### src/rtl/ray_dispatch_pkg.sv
// Shared definitions for the ray dispatch sequencer.
// - fip_t: signed Q16.16 fixed-point scalar.
// - FIP_ONE / FIP_MAX / FIP_MIN: 1.0 and the fixed-point extremes.
// - RAY_W and ray field offsets: layout of the flattened ray
//   {D.z, D.y, D.x, E.z, E.y, E.x}, with E.x in the low word.
// - state_e: sequencer FSM states.
package ray_dispatch_pkg;

  typedef logic signed [31:0] fip_t;

  localparam fip_t FIP_ONE = 32'sh0001_0000;
  localparam fip_t FIP_MAX = 32'sh7fff_ffff;
  localparam fip_t FIP_MIN = 32'sh8000_0000;

  localparam int unsigned RAY_W     = 192;
  localparam int unsigned RAY_EX_LSB = 0;
  localparam int unsigned RAY_EY_LSB = 32;
  localparam int unsigned RAY_EZ_LSB = 64;
  localparam int unsigned RAY_DX_LSB = 96;
  localparam int unsigned RAY_DY_LSB = 128;
  localparam int unsigned RAY_DZ_LSB = 160;

  typedef enum logic [2:0] {
    ST_IDLE,
    ST_FETCH,
    ST_LAUNCH,
    ST_ARM,
    ST_WAIT,
    ST_EMIT,
    ST_DONE
  } state_e;

endpackage

### src/rtl/ray_dispatch.sv
// Upstream sequencer for the triangle intersector batch unit.
// Pulls one ray at a time from the ray stream, launches one intersector
// batch over the full triangle list, waits for batch completion and emits
// one {hit, t, tri_index, ray_id} result per ray on a valid/ready stream.
// Ports:
//   clk, reset                  clock, synchronous active-high reset
//   start, i_ray_cnt, i_tri_cnt, i_baseaddr   frame start and parameters
//   ray_valid/ray_ready/ray_data              ray input stream
//   ins_ivalid, ins_baseaddr, ins_ray, ins_tri_cnt   batch launch (held)
//   ins_hit, ins_t, ins_tri_index, ins_finish        batch result
//   res_valid/res_ready, res_hit, res_t, res_tri_index, res_ray_id  results
//   busy, done                  frame status
module ray_dispatch #(
  parameter int unsigned RAY_W = 192,
  parameter int unsigned ID_W  = 32
) (
  input  logic             clk,
  input  logic             reset,
  input  logic             start,
  input  logic [ID_W-1:0]  i_ray_cnt,
  input  logic [31:0]      i_tri_cnt,
  input  logic [31:0]      i_baseaddr,
  input  logic             ray_valid,
  output logic             ray_ready,
  input  logic [RAY_W-1:0] ray_data,
  output logic             ins_ivalid,
  output logic [31:0]      ins_baseaddr,
  output logic [RAY_W-1:0] ins_ray,
  output logic [31:0]      ins_tri_cnt,
  input  logic             ins_hit,
  input  logic [31:0]      ins_t,
  input  logic [31:0]      ins_tri_index,
  input  logic             ins_finish,
  output logic             res_valid,
  input  logic             res_ready,
  output logic             res_hit,
  output logic [31:0]      res_t,
  output logic [31:0]      res_tri_index,
  output logic [ID_W-1:0]  res_ray_id,
  output logic             busy,
  output logic             done
);

  import ray_dispatch_pkg::*;

  state_e           state_q,     state_d;
  logic [ID_W-1:0]  ray_cnt_q,   ray_cnt_d;
  logic [ID_W-1:0]  ray_id_q,    ray_id_d;
  logic [31:0]      tri_cnt_q,   tri_cnt_d;
  logic [31:0]      base_q,      base_d;
  logic [RAY_W-1:0] ray_q,       ray_d;
  logic             res_hit_q,   res_hit_d;
  fip_t             res_t_q,     res_t_d;
  logic [31:0]      res_idx_q,   res_idx_d;
  logic             res_valid_q, res_valid_d;
  logic             busy_q,      busy_d;

  always_comb begin
    state_d     = state_q;
    ray_cnt_d   = ray_cnt_q;
    ray_id_d    = ray_id_q;
    tri_cnt_d   = tri_cnt_q;
    base_d      = base_q;
    ray_d       = ray_q;
    res_hit_d   = res_hit_q;
    res_t_d     = res_t_q;
    res_idx_d   = res_idx_q;
    res_valid_d = res_valid_q;
    busy_d      = busy_q;

    case (state_q)
      ST_IDLE: begin
        if (start) begin
          ray_cnt_d = i_ray_cnt;
          tri_cnt_d = i_tri_cnt;
          base_d    = i_baseaddr;
          ray_id_d  = '0;
          busy_d    = 1'b1;
          state_d   = (i_ray_cnt == '0) ? ST_DONE : ST_FETCH;
        end
      end
      ST_FETCH: begin
        if (ray_valid) begin
          ray_d = ray_data;
          if (tri_cnt_q == '0) begin
            // An empty scene must not launch: the intersector's count-1 would wrap.
            res_hit_d   = 1'b0;
            res_t_d     = FIP_MAX;
            res_idx_d   = '0;
            res_valid_d = 1'b1;
            state_d     = ST_EMIT;
          end else begin
            state_d = ST_LAUNCH;
          end
        end
      end
      ST_LAUNCH: state_d = ST_ARM;
      // finish is still high from the previous idle period this cycle.
      ST_ARM:    state_d = ST_WAIT;
      ST_WAIT: begin
        if (ins_finish) begin
          res_hit_d   = ins_hit;
          res_t_d     = fip_t'(ins_t);
          res_idx_d   = ins_tri_index;
          res_valid_d = 1'b1;
          state_d     = ST_EMIT;
        end
      end
      ST_EMIT: begin
        if (res_ready) begin
          res_valid_d = 1'b0;
          ray_id_d    = ray_id_q + ID_W'(1);
          state_d     = (ray_id_q == ray_cnt_q - ID_W'(1)) ? ST_DONE : ST_FETCH;
        end
      end
      ST_DONE: begin
        busy_d  = 1'b0;
        state_d = ST_IDLE;
      end
      default: state_d = ST_IDLE;
    endcase
  end

  always_ff @(posedge clk) begin
    if (reset) begin
      state_q     <= ST_IDLE;
      ray_cnt_q   <= '0;
      ray_id_q    <= '0;
      tri_cnt_q   <= '0;
      base_q      <= '0;
      ray_q       <= '0;
      res_hit_q   <= 1'b0;
      res_t_q     <= '0;
      res_idx_q   <= '0;
      res_valid_q <= 1'b0;
      busy_q      <= 1'b0;
    end else begin
      state_q     <= state_d;
      ray_cnt_q   <= ray_cnt_d;
      ray_id_q    <= ray_id_d;
      tri_cnt_q   <= tri_cnt_d;
      base_q      <= base_d;
      ray_q       <= ray_d;
      res_hit_q   <= res_hit_d;
      res_t_q     <= res_t_d;
      res_idx_q   <= res_idx_d;
      res_valid_q <= res_valid_d;
      busy_q      <= busy_d;
    end
  end

  assign ray_ready     = (state_q == ST_FETCH);
  assign ins_ivalid    = (state_q == ST_LAUNCH);
  assign done          = (state_q == ST_DONE);
  assign ins_baseaddr  = base_q;
  assign ins_ray       = ray_q;
  assign ins_tri_cnt   = tri_cnt_q;
  assign res_valid     = res_valid_q;
  assign res_hit       = res_hit_q;
  assign res_t         = res_t_q;
  assign res_tri_index = res_idx_q;
  assign res_ray_id    = ray_id_q;
  assign busy          = busy_q;

endmodule

### config.mk
export PLATFORM = sky130hd
export DESIGN_NAME = ray_dispatch
export DESIGN_NICKNAME = d
export VERILOG_FILES = /design/src/rtl/ray_dispatch_pkg.sv /design/src/rtl/ray_dispatch.sv
export SDC_FILE = /design/constraint.sdc
export NUM_CORES = 1
export LEC_CHECK = 0
export ABC_AREA = 1
export ABC_CLOCK_PERIOD_IN_PS = 1800
export CAP_MARGIN = 10
export CORE_AREA = 10 10 272 274
export DETAILED_ROUTE_END_ITERATION = 8
export DIE_AREA = 0 0 282 284
export GPL_ROUTABILITY_DRIVEN = 0
export PLACE_DENSITY_LB_ADDON = 0.08
export SETUP_SLACK_MARGIN = 0.5
export SLEW_MARGIN = 20
export SYNTH_ARGS = -nofsm -noshare
export SYNTH_HDL_FRONTEND = slang
export SYNTH_SLANG_ARGS = --single-unit
### constraint.sdc
create_clock -name clk -period 1.8 [get_ports clk]
set_input_delay 0.27 -clock clk [delete_from_list [all_inputs] [get_ports clk]]
set_output_delay 0.27 -clock clk [all_outputs]
set_load 0.005 [all_outputs]
; ---- Word-level counts from Yosys, hierarchy flattened
; Cells that the tools add are included.
[classes]
n_eq_ne = 12
muxes = 30
n_addsub = 2
reduce_logical = 14
[op_table]
columns = op, n
row1 = $mux 32, 8
row2 = $pmux 32 s2, 3
row3 = $logic_not 32->1, 2
row4 = $add 32x1->32 const B, 1
row5 = $eq 32x32->1, 1
row6 = $sub 32x1->32 const B, 1
row7 = $mux 3, 7
row8 = $pmux 3 s6, 1
row9 = $eq 3x3->1 const B, 3
row10 = $mux 1, 8
row11 = $ne 2x2->1 const B, 4
row12 = $reduce_and 4->1, 2
row13 = $eq 3x2->1 const B, 2
row14 = $reduce_and 2->1, 3
row15 = $reduce_bool 2->1, 3
row16 = $reduce_and 5->1, 1
row17 = $pmux 1 s2, 2
row18 = $eq 3x1->1 const B, 1
row19 = $logic_not 3->1, 1
row20 = $pmux 1 s3, 1
row21 = $reduce_and 3->1, 1
row22 = $reduce_bool 3->1, 1
row23 = $ne 2x1->1 const B, 1
[totals]
reg_bits = 390
elab_cells = 69
input_bits = 359

; ---- Depth between registers and ports, before layout
[logic_depth]
ltp_word = 5
ltp_mapped = 17
depth_no_buf = 17

; ---- Worst setup path before layout
; Ideal clock, no wire load.
[synth_path]
kind = reg2reg
start = register ray_cnt_q[0]
end = register state_q[0]
period_less_slack_ps = 1944
slack_ps = -144
path_buffers = 0
arrival_ps = 1813
required_time_ps = 1669
stages_incl_launch_ff = 18
path_cell_list = dfxtp_1 -> inv_1 -> ha_1 -> nand3_1 -> nor2_2 -> nand2_1 -> nor2_1 -> nand2_1 -> nand2_1 -> nand2_1 -> inv_1 -> nand2_1 -> nor2_1 -> nand3_1 -> nand2_1 -> nand2_1 -> nand2_1 -> a21oi_1
[synth_via]
elab_chain_cells = 5
[synth_rtl]
columns = element, line
row1 = from (decl), ray_dispatch.sv:47  ; logic [ID_W-1:0] ray_cnt_q, ray_cnt_d;
row2 = from (signal assigned), ray_dispatch.sv:139  ; ray_cnt_q <= ray_cnt_d;
row3 = $sub 32x1->32, ray_dispatch.sv:113  ; state_d = (ray_id_q == ray_cnt_q - ID_W'(1)) ? ST_DONE : ST_FETCH;
row4 = $eq 32x32->1, ray_dispatch.sv:113
row5 = $mux 3, ray_dispatch.sv:113
row6 = $mux 3, ray_dispatch.sv:110  ; if (res_ready) begin
row7 = $pmux 3 s6, ray_dispatch.sv:71  ; case (state_q)
row8 = to (signal assigned), ray_dispatch.sv:138  ; state_q <= state_d;
row9 = to (decl), ray_dispatch.sv:46  ; state_e state_q, state_d;
; No other way between the ends. The select of a mux whose other input is x is not followed.
; A chain may end at the register's enable or synchronous reset.

; ---- Worst setup path in the final report
[layout_path]
start = register state_q[1]
end = register ray_id_q[24] (netlist: res_ray_id[24])
[layout_via]
elab_chain_cells = 3
word_cells_on_any_way = 7
cone_classes = 3 x eq/ne / 1 x mux / 3 x reduce/logical
[layout_rtl]
columns = element, line
row1 = $eq 3x3->1 / $logic_not 3->1 (equally long branches), ray_dispatch.sv:71
row2 = $ne 2x2->1 (no source line) / $reduce_bool 2->1 (equally long branches), -
row3 = $reduce_and 3->1 (no source line), -
row4 = to (signal assigned), ray_dispatch.sv:140  ; ray_id_q <= ray_id_d;
row5 = to (decl), ray_dispatch.sv:48  ; logic [ID_W-1:0] ray_id_q, ray_id_d;
; Parallel ways exist; a longest one is shown, timed or not.

==> impl_metrics.json <==
{
  "synth_area_per_cell_um2": 7.403,
  "die_y_um": 284,
  "firstDrtPassIters": 5,
  "postRouteAntennaNets": 0,
  "row_count": 96,
  "clk_latency_ns": 0.60,
  "post_drt_via_cell_ratio": 4.559,
  "cp_num_buf_inv": 4,
  "fin_skew_ns": 0.03195,
  "worstPathCellList": "inv_2 > nand2_2 > nor2_4 > inv_2 > nand2_4 > inv_2 > nor2_8 > nand3_4 > nor2_4 > nand2_4 > nor2_4 > buf_4 > nand3_4 > nor3_2 > o21ai_1 > nor2_1",
  "fin_crit_sh": 1.113,
  "grt_pass1_wl_um": 128500,
  "clockBufferDepth": 3,
  "pin_count": 717,
  "clock-root-buffer": "clkbuf_16",
  "grt_max_degree": 115,
  "drive_above_1_share": 0.3769,
  "outcome": "finished with violations",
  "nets": 3473,
  "fmax_mhz": 499.3,
  "critPathArrivalTime_ns": 2.52,
  "post_drt_wl_per_cell_um": 22.85,
  "cp_data_required_time_ns": 2.32,
  "setup_violations": 82,
  "grt_most_used_layer": "met2",
  "critPathMaxFanout": 5,
  "async_reset_ff_frac": 0,
  "fillers": 6793,
  "synth.most_common_cell": "nor2_1",
  "syn_nets": 2481,
  "drc": 0,
  "grtUsageMet1": 0.2308,
  "path_clk_slew_ns": 0.06,
  "initial_utilization": 0.2296,
  "hold_violations": 0,
  "ff_latch_area_mm2": 0.008234,
  "synth_ff_type": "dfxtp_1",
  "grt.overflow.total": 0,
  "maxSlewViolCount": 0,
  "core-area_mm2": 0.06835,
  "fin_crit_ns": 2.003,
  "cp-start-kind": "register",
  "critPathKind": "register to register",
  "relSlewSlack": 0.5642,
  "synth_edf_count": 0,
  "first_global_vias": 18490,
  "port_buffers": 716,
  "syn2layout_area_growth_pct": 91.81,
  "synth_top_area_frac": 0.4974,
  "cts_tree": "yes",
  "numClockSinks": 390,
  "grtUsageMet2": 0.3905,
  "p_leak_nw": 12.92,
  "power_mw": 35.73,
  "die_area_mm2": 0.08009,
  "dpl.hpwl_um": 68400,
  "synth_area_leaders": "dfxtp_1 50%, nor2_1 12%, o21ai_0 8.4%",
  "hold_buffers": 0,
  "cp_top_family": "simple AND/OR/NAND/NOR gates",
  "hold_class": "input port to register",
  "power_density_mw_per_mm2": 1187,
  "worst_pin_slew_ns": 0.6537,
  "syn-cell-area_mm2": 0.01570,
  "slowest_stage": "dfxtp_2",
  "htree_num_levels": 2,
  "setup_ws_ns": -0.2026,
  "die_w_um": 282,
  "wl_um": 92200,
  "yosysWarnings": 0,
  "rsz0062_at_grt": "true",
  "use_met3": 0.08113,
  "grt_use_total": 0.2152,
  "seq_area_frac_synth": 0.4974,
  "whs_ns": 0.03503,
  "violations": "setup timing",
  "ir_drop_mv": 0.7126,
  "end_kind": "register",
  "drtIter0Drc": 1014,
  "num_vias": 18400,
  "ys_ff_latch": 390,
  "synth_commonest_cells": "516 x nor2_1, 390 x dfxtp_1, 264 x o21ai_0",
  "multi_input_area_mm2": 0.007491,
  "cpPeakStageDelay_ns": 0.33,
  "drv_cap": 0,
  "yosys.area.top_type": "dfxtp_1",
  "place_inst": 3867,
  "yosysUniqueCellTypes": 41,
  "syn-instance-count": 2120,
  "cts_buffers": 49,
  "stdcell_count": 4035,
  "antenna_found_initial": 26
}
placed cells by master (no fill, tap or decap), drive strengths merged, types with 3 or more instances in the layout:
cell / count
nor4: 23
o21bai: 4
buf: 623
a211oi: 5
bufinv: 4
dlymetal6s2s: 3
xor2: 29
a22oi: 35
clkdlybuf4s50: 421
inv: 135
xnor2: 7
clkinv: 13
nand2: 247
clkbuf: 86
nand4: 20
nand3: 103
nand3b: 5
diode: 4
nor2: 525
nor3: 23
a21oi: 158
dfxtp: 390
clkinvlp: 9
o21ai: 269
worst min-delay path, stage by stage:
cell	delay, ns
buf_4	0.12
inv_6	0.07
o21ai_2	0.07
a21oi_1	0.04
cell families after synthesis:
kind of cell / after synthesis / share of synthesized area
AO/OA/AOI/OAI: 474 / 0.1585
adder cells (fa/ha/maj): 2 / 0.001594
flip-flops: 390 / 0.4974
buffers and inverters: 268 / 0.06521
XOR/XNOR: 36 / 0.02009
AND/OR/NAND/NOR: 950 / 0.2572
flip-flops by register name, summed over array words and instances, names as in the netlist:
signal	flops
ins_ray	192
ins_baseaddr	32
ins_tri_cnt	32
ray_cnt_q	32
res_ray_id	32
res_t	32
res_tri_index	32
state_q	3
busy	1
res_hit	1
res_valid	1
through the flow:
stage / util / instance area [um^2] / setup WS, ns / TNS [ns]
after floorplan: - / 15820 / 0.04211 / 0
after global placement: 0.3801 / 25980 / -0.4221 / -22.51
after detailed placement: 0.3801 / 25980 / -0.4415 / -26.00
after CTS: 0.4208 / 28760 / -0.2522 / -15.37
after global routing: 0.4403 / 30090 / -0.3633 / -21.08
final: 0.4405 / 30100 / -0.2026 / -9.096
routing by layer:
layer,up-vias,share of wire
li1,8930,-
met1,8695,0.37
met4,32,0.030
met3,170,0.085
met5,-,0.0021
met2,569,0.51
final cells by class:
cell class	count	share of cell area
Timing Repair Buffer	1071	0.3685
Sequential cell	390	0.2735
Multi-Input combinational cell	1462	0.2488
Clock buffer	65	0.04510
Tap cell	882	0.03666
Inverter	138	0.01833
Clock inverter	23	0.008728
Antenna cell	4	0.0003325
timing repair:
| action | in CTS | in global routing |
|---|---|---|
| setup buffers | 32 | 26 |
| endpoints found under the setup margin | 748 | 748 |
| cloned | 6 | 12 |
| pin swaps | 19 | 27 |
| resized for setup | 547 | 1271 |
final timing paths:
path                    end        from  slack (ns)  cells past startpoint
max          res_ray_id[24]  state_q[1]       -0.20                     16
min           ray_cnt_q[30]       reset        0.04                      4
max reg2reg  res_ray_id[24]  state_q[1]       -0.20                     16
min reg2reg        res_t[6]    res_t[6]        0.45                      2
where the power goes:
| group | switching, mW | leakage, nW | internal, mW |
|---|---|---|---|
| logic | 6.89 | 8.82 | 7.15 |
| clock network | 4.18 | 0.777 | 5.90 |
| registers | 1.19 | 3.32 | 10.4 |
Note: power is estimated with default switching activity, not from simulation.
